## src/rtl/key_bounce_gen.sv

```systemverilog
// Mechanical push-button emulator: drives an active-low key line through press bounce,
// a stable low hold and release bounce after a start pulse, then reports done.
module key_bounce_gen #(
   parameter int unsigned BOUNCE_NUM = 2,
   parameter int unsigned SEG_W      = 4,
   parameter logic [31:0] HOLD_CYC   = 32'd1000,
   parameter bit          RAND_EN    = 1'b1,
   parameter logic [15:0] SEED       = 16'hACE1
) (
   input  logic sys_clk,
   input  logic sys_rst_n,
   input  logic start,
   output logic key_out,
   output logic busy,
   output logic done
);

   // state   | meaning
   // IDLE    | key released, waiting for start
   // PRESS_B | press bounce segments, first low, last high
   // HOLD    | stable low for HOLD_CYC cycles
   // REL_B   | release bounce segments, first high, last low
   typedef enum logic [1:0] {IDLE, PRESS_B, HOLD, REL_B} state_t;

   localparam logic [15:0]  SEED_EFF = (SEED == 16'h0000) ? 16'hACE1 : SEED;
   localparam logic [15:0]  TAPS     = 16'hB400;
   localparam int unsigned  NSEG     = 2 * BOUNCE_NUM;
   localparam int unsigned  IDX_W    = $clog2(NSEG + 2);
   localparam logic [IDX_W-1:0] NSEG_V  = IDX_W'(NSEG);
   localparam logic [IDX_W-1:0] IDX_ONE = IDX_W'(1);
   localparam logic [SEG_W:0]   SEG_ONE = (SEG_W + 1)'(1);
   localparam logic [SEG_W:0]   SEG_MAX = SEG_ONE << SEG_W;
   localparam logic [31:0]      HOLD_ONE = 32'd1;

   state_t           state;
   logic [SEG_W:0]   seg_cnt;
   logic [IDX_W-1:0] seg_left;
   logic [31:0]      hold_cnt;
   logic [15:0]      lfsr;
   logic [SEG_W:0]   seg_len;
   logic [15:0]      lfsr_nxt;

   always_comb begin
      seg_len  = SEG_MAX;
      if (RAND_EN) begin
         seg_len = {1'b0, lfsr[SEG_W-1:0]} + SEG_ONE;
      end
      lfsr_nxt = lfsr[0] ? ((lfsr >> 1) ^ TAPS) : (lfsr >> 1);
   end

   always_ff @(posedge sys_clk or negedge sys_rst_n) begin
      if (!sys_rst_n) begin
         state    <= IDLE;
         key_out  <= 1'b1;
         busy     <= 1'b0;
         done     <= 1'b0;
         seg_cnt  <= '0;
         seg_left <= '0;
         hold_cnt <= '0;
         lfsr     <= SEED_EFF;
      end else begin
         done <= 1'b0;
         case (state)
            IDLE: begin
               // a start arriving while done is still high belongs to the old sequence
               if (start && !done) begin
                  key_out <= 1'b0;
                  busy    <= 1'b1;
                  if (NSEG == 0) begin
                     state    <= HOLD;
                     hold_cnt <= HOLD_CYC;
                  end else begin
                     state    <= PRESS_B;
                     seg_cnt  <= seg_len;
                     seg_left <= NSEG_V;
                     lfsr     <= lfsr_nxt;
                  end
               end
            end
            PRESS_B: begin
               if (seg_cnt != SEG_ONE) begin
                  seg_cnt <= seg_cnt - SEG_ONE;
               end else if (seg_left == IDX_ONE) begin
                  state    <= HOLD;
                  hold_cnt <= HOLD_CYC;
                  key_out  <= 1'b0;
               end else begin
                  seg_left <= seg_left - IDX_ONE;
                  seg_cnt  <= seg_len;
                  lfsr     <= lfsr_nxt;
                  key_out  <= ~key_out;
               end
            end
            HOLD: begin
               if (hold_cnt != HOLD_ONE) begin
                  hold_cnt <= hold_cnt - HOLD_ONE;
               end else if (NSEG == 0) begin
                  state   <= IDLE;
                  key_out <= 1'b1;
                  busy    <= 1'b0;
                  done    <= 1'b1;
               end else begin
                  state    <= REL_B;
                  key_out  <= 1'b1;
                  seg_cnt  <= seg_len;
                  seg_left <= NSEG_V;
                  lfsr     <= lfsr_nxt;
               end
            end
            REL_B: begin
               if (seg_cnt != SEG_ONE) begin
                  seg_cnt <= seg_cnt - SEG_ONE;
               end else if (seg_left == IDX_ONE) begin
                  state   <= IDLE;
                  key_out <= 1'b1;
                  busy    <= 1'b0;
                  done    <= 1'b1;
               end else begin
                  seg_left <= seg_left - IDX_ONE;
                  seg_cnt  <= seg_len;
                  lfsr     <= lfsr_nxt;
                  key_out  <= ~key_out;
               end
            end
            default: state <= IDLE;
         endcase
      end
   end

endmodule
```

## config.mk

```make
export PLATFORM = sky130hd
export DESIGN_NAME = key_bounce_gen
export DESIGN_NICKNAME = d
export VERILOG_FILES = /design/src/rtl/key_bounce_gen.sv
export SDC_FILE = /design/constraint.sdc
export NUM_CORES = 1
export LEC_CHECK = 0
export CAP_MARGIN = 15
export CORE_MARGIN = 4
export CORE_UTILIZATION = 60
export DETAILED_ROUTE_END_ITERATION = 8
export PLACE_DENSITY = 0.86
export SLEW_MARGIN = 10
export SYNTH_ARGS = -nofsm -noshare
export SYNTH_HDL_FRONTEND = slang
export SYNTH_SLANG_ARGS = --single-unit
export TNS_END_PERCENT = 50
```

## constraint.sdc

```tcl
create_clock -name sys_clk -period 3.2 [get_ports sys_clk]
set_input_delay 0.32 -clock sys_clk [delete_from_list [all_inputs] [get_ports sys_clk]]
set_output_delay 0.32 -clock sys_clk [all_outputs]
set_load 0.01 [all_outputs]
```

* Yosys cells after proc, flatten, opt, wreduce, memory -nomap -nowiden
Cells that the tools add are included.
** Operators by class
- Div/mod/pow operators :: 0
- Equal/unequal tests :: 16
- Magnitude comparators :: 0
- Multiply operators :: 0
- Multiplexer cells :: 41
- Add/subtract/negate cells :: 4
- Shift-type cells :: 0
- Reductions and logical operators :: 12
- Bitwise operators :: 2
** Operator list (count)
- $mux W32 :: 3
- $mux W16 :: 5
- $pmux W32 S2 :: 1
- $pmux W16 S3 :: 1
- $ne A32 B1 Y1 const B :: 1
- $sub A32 B1 Y32 const B :: 1
- $mux W5 :: 4
- $ne A2 B2 Y1 const B :: 9
- $reduce_and A4 Y1 :: 4
- $pmux W5 S3 :: 1
- $mux W1 :: 12
- $mux W2 :: 6
- $mux W3 :: 4
- $pmux W3 S3 :: 1
- $pmux W2 S4 :: 1
- $reduce_and A6 Y1 :: 1
- $add A4 B1 Y5 const B :: 1
- $ne A5 B1 Y1 const B :: 1
- $sub A5 B1 Y5 const B :: 1
- $eq A2 B2 Y1 const B :: 2
- $not A3 Y4 :: 1
- $pmux W1 S4 :: 1
- $reduce_bool A2 Y1 :: 2
- $eq A3 B1 Y1 const B :: 1
- other kinds (10) :: 10
** Word-level totals
- ROM bits :: 0
- Bits in latches :: 0
- Memory bits (writable) :: 0
- Output and inout port bits :: 3
- Bits of input ports :: 3
- Word-level logic and storage cells :: 83
- Flip-flop bits (word level) :: 61
- Memories :: 0

* Depth between registers and ports, before layout
- Depth in word-level cells :: 5
- Gate-level depth with buffers :: 9
- Depth with buffers taken out :: 7

* Worst setup path before layout
Ideal clock, no wire load.
- Kind :: register -> register
- From :: register hold_cnt[8]
- To :: register lfsr[12]
- Library setup time :: 0.125 ns
- Period minus slack after synthesis :: 2.898 ns
- Data arrival time :: 2.773 ns
- Stages on the path, launching flop included :: 8
- Path buffers :: 2
- Required time :: 3.075 ns
- Setup slack :: 0.302 ns
- Cell sequence :: dfrtp_1 > or4_1 > buf_2 > or4_4 > o41ai_4 > o211ai_4 > buf_6 > mux2_4
** On the way
- Word-level cells in the longest chain between the ends :: 3
** Ends and longest elaborated chain
- start, declared :: RTL line 38 : logic [31:0] hold_cnt;
- start signal, assigned :: RTL line 96 : hold_cnt <= hold_cnt - HOLD_ONE;
- $ne A32 B1 Y1 :: RTL line 95 : if (hold_cnt != HOLD_ONE) begin
- $ne A2 B2 Y1 (no source line)
- $reduce_and A4 Y1 (no source line)
- end signal, assigned :: RTL line 90 : lfsr <= lfsr_nxt;
- end signal, assigned :: RTL line 107 : lfsr <= lfsr_nxt;
- end signal, assigned :: RTL line 121 : lfsr <= lfsr_nxt;
- end, declared :: RTL line 39 : logic [15:0] lfsr;
Every way passes these cells.
A chain may end at the register's enable or synchronous reset.

* Final worst setup path
- From :: register hold_cnt[7]
- To :: register lfsr[8]
The elaborated chain is that of the path after synthesis.

==> run metrics <==
status=finished clean; share of layout cells above drive strength 1=19.4%; unique cell type count in the Yosys netlist=51; Slew HR=41.5%; final setup margin=just over 0.3 ns; EDFF count, synth=0; register area share after synthesis=between 40% and 50%; DRC Markers=0; Final min period=2.90 ns; Ant. Diodes=0; root buffer cell=clkbuf_8; CTS Buf Count=9; VDD IR max=0.000645 V; GR Overflow Total=0; RR Startpoint=hold_cnt[7]$_DFFE_PN0P_; Die X=84.2 µm; DIE AREA=between 7000 and 8000 µm²; internal power=0.00213 W; PwrDens=approximately 970 nW/µm²; post-CTS sizing=0; Combinational Power Share=47.4%; R2R Setup Slk=0.30 ns; Final Hold Viols=0; drt initial violations=around 200; maximum fanout along the worst path=18; Synth area leader=dfrtp_1; Layout Nets=365; CTS Hold Bufs=0; maximum clock frequency=345 MHz; H-tree Lvls=3; crit share post-route=90.5%; # Post-CTS Setup Buffers=0; first-pass GRT wire length=12.5 mm; Max-Cap Viols=0; Worst Setup End Kind=register; Main synth FF type=dfrtp_1; antenna-violating nets left=0; YS warnings=0; Pwr Total=0.00375 W; crit start category=register; RR Endpoint=lfsr[8]$_DFFE_PN0P_; Port Buffer Count=5; post-synthesis register bit count=61; vias in the first global route=2,707; Starting Density=62.6%; worst hold path class=in2async; switching share of power=43.2%; Least-Margin Pin Slew=0.878 ns; Place WS=0.316 ns; Final Max Slew Viols=0; pin count of the biggest net entering global routing=42; Clk pin slew, worst setup/hold paths=0.07 ns; fillers=417; WL/cell=16.9 µm; clock power share=18.9%; most common cell after layout, fill and taps aside=dfrtp_1; Synth area leaders=dfrtp_1 37%, dfstp_2 6.8%, ha_1 4.3%; Mapped Cells=~340; vias per cell=between 6 and 7; Detailed Routing Iterations Pass 1=6; Cell Rows=27; Required @ worst endpoint=3.44 ns; Avg Inst Size Synth=10.3 µm²; RSZ-0062 raised after global routing=no; Net Switching=roughly 0.0016 W; post-synth top area share=37.3%; Total GRT Usage=22.1%; worst-skew pair later-pin latency=0.35 ns; CTS tree=built; initial antenna violation count=0; worst endpoint data arrival time=3.14 ns; Crit Path Class=reg2reg; R2R cell count=5; final setup vio count=0; Final TNS setup=0 ns; Die Y=84.2 µm; most frequent cells in the layout=52 x dfrtp_1, 24 x nand2_1, 17 x nor2_1, 16 x nor4_1, 15 x mux2i_1; Longest Clk Path Bufs=2; GPL Wtd Cong=roughly 0.90; I/O pins=6; number of clock sinks=61; Post-Syn Nets=354; synthesized area=3490 µm²; FFs w/ async S/R, synth=100%; core area=5570 µm²; Reg power frac=between 30% and 40%; Total Wirelength=about 7.2 mm; area grow syn2layout=10.5%; DR vias=2,740; Pleak=~1.7 nW; Core Util, Final=69.1%; clk_skew=0.00811 ns; Post-DP HPWL=just under 5 mm
[synth_stat cells, drive strengths merged, types with 3 or more instances]
master  number
a21oi       11
a311oi       3
a31oi        7
and2         4
and3         4
clkbuf      14
dfrtp       52
dfstp        9
ha          12
inv         10
mux2        19
mux2i       15
nand2       24
nand2b       6
nand3       12
nand4        7
nor2        17
nor3         7
nor4        18
o211ai       4
o21a         3
o21ai       11
o311ai       3
o31ai        9
or2          6
or3          7
or4         15
xor2         3
[kinds of logic after synthesis]
| group | count (synthesis) | synth area share (%) |
|---|---|---|
| buf+inv | 26 | 3.05 |
| mux | 34 | 11.4 |
| simple gates | 136 | 22.2 |
| flops | 61 | 44.1 |
| compound gates | 65 | 13.6 |
| xor+xnor | 5 | 1.26 |
| fa+ha+maj | 12 | 4.31 |
[layer usage]
| layer | vias up | wire, µm | global-route usage, % |
|---|---|---|---|
| met5 | - | 0 | 0 |
| met4 | 0 | 121 | 8.04 |
| met3 | 15 | 419 | 7.85 |
| met2 | 78 | 3600 | 35.6 |
| met1 | 1340 | 3060 | 27.5 |
| li1 | 1307 | - | - |
[registers in the layout, indices dropped and copies added, names as in the netlist]
register / count
busy: 1
done: 1
hold_cnt: 32
key_out: 1
lfsr: 16
seg_cnt: 5
seg_left: 3
state: 2
[how the worst max path moves through the flow]
stage                               endpoint  depth (start not counted)                    start  slack [ns]
finish                   lfsr[8]$_DFFE_PN0P_                          5  hold_cnt[7]$_DFFE_PN0P_        0.30
global route        hold_cnt[15]$_DFFE_PN0P_                          7   seg_cnt[1]$_DFFE_PN0P_        0.13
CTS                      lfsr[8]$_DFFE_PN0P_                          5  hold_cnt[7]$_DFFE_PN0P_        0.30
detailed placement       lfsr[8]$_DFFE_PN0P_                          5  hold_cnt[7]$_DFFE_PN0P_        0.32
global placement         lfsr[8]$_DFFE_PN0P_                          5  hold_cnt[8]$_DFFE_PN0P_        0.40
floorplan               lfsr[12]$_DFFE_PN0P_                          7  hold_cnt[8]$_DFFE_PN0P_        0.30
[area by class of cell]
type | instances | area, µm² | area share (%)
tap | 72 | 90.1 | 2.34
clock buffer | 10 | 138 | 3.57
clock inverter | 6 | 70.1 | 1.82
sequential | 61 | 1540 | 39.9
timing repair buffer | 16 | 128 | 3.31
multi-input combinational | 252 | 1850 | 48.1
inverter | 10 | 37.5 | 0.974
[worst max-delay path, stage by stage (launching register included)]
cell      delay, ns
dfrtp_1        0.41
or4_1          0.62
or4_4          0.57
o41ai_4        0.45
o211ai_4       0.33
mux2_4         0.39
[power by group through the flow]
stage | clock, W | combinational [W] | sequential, W
floorplan | 0 | 0.00139 | 0.00120
global placement | 0 | 0.00168 | 0.00125
detailed placement | 0 | 0.00174 | 0.00127
CTS | 0.000723 | 0.00176 | 0.00126
global route | 0.000770 | 0.00197 | 0.00130
finish | 0.000708 | 0.00178 | 0.00126
[per-stage QoR]
step,cell area (µm²),hold slack [ns],std cells
after CTS,3850,0.109,427
after global placement,3640,0.459,411
after detailed placement,3640,0.463,411
after floorplan,3490,0.0244,339
after global routing,3850,0.154,427
final,3850,0.0805,427
Note: power is estimated with default switching activity, not from simulation.
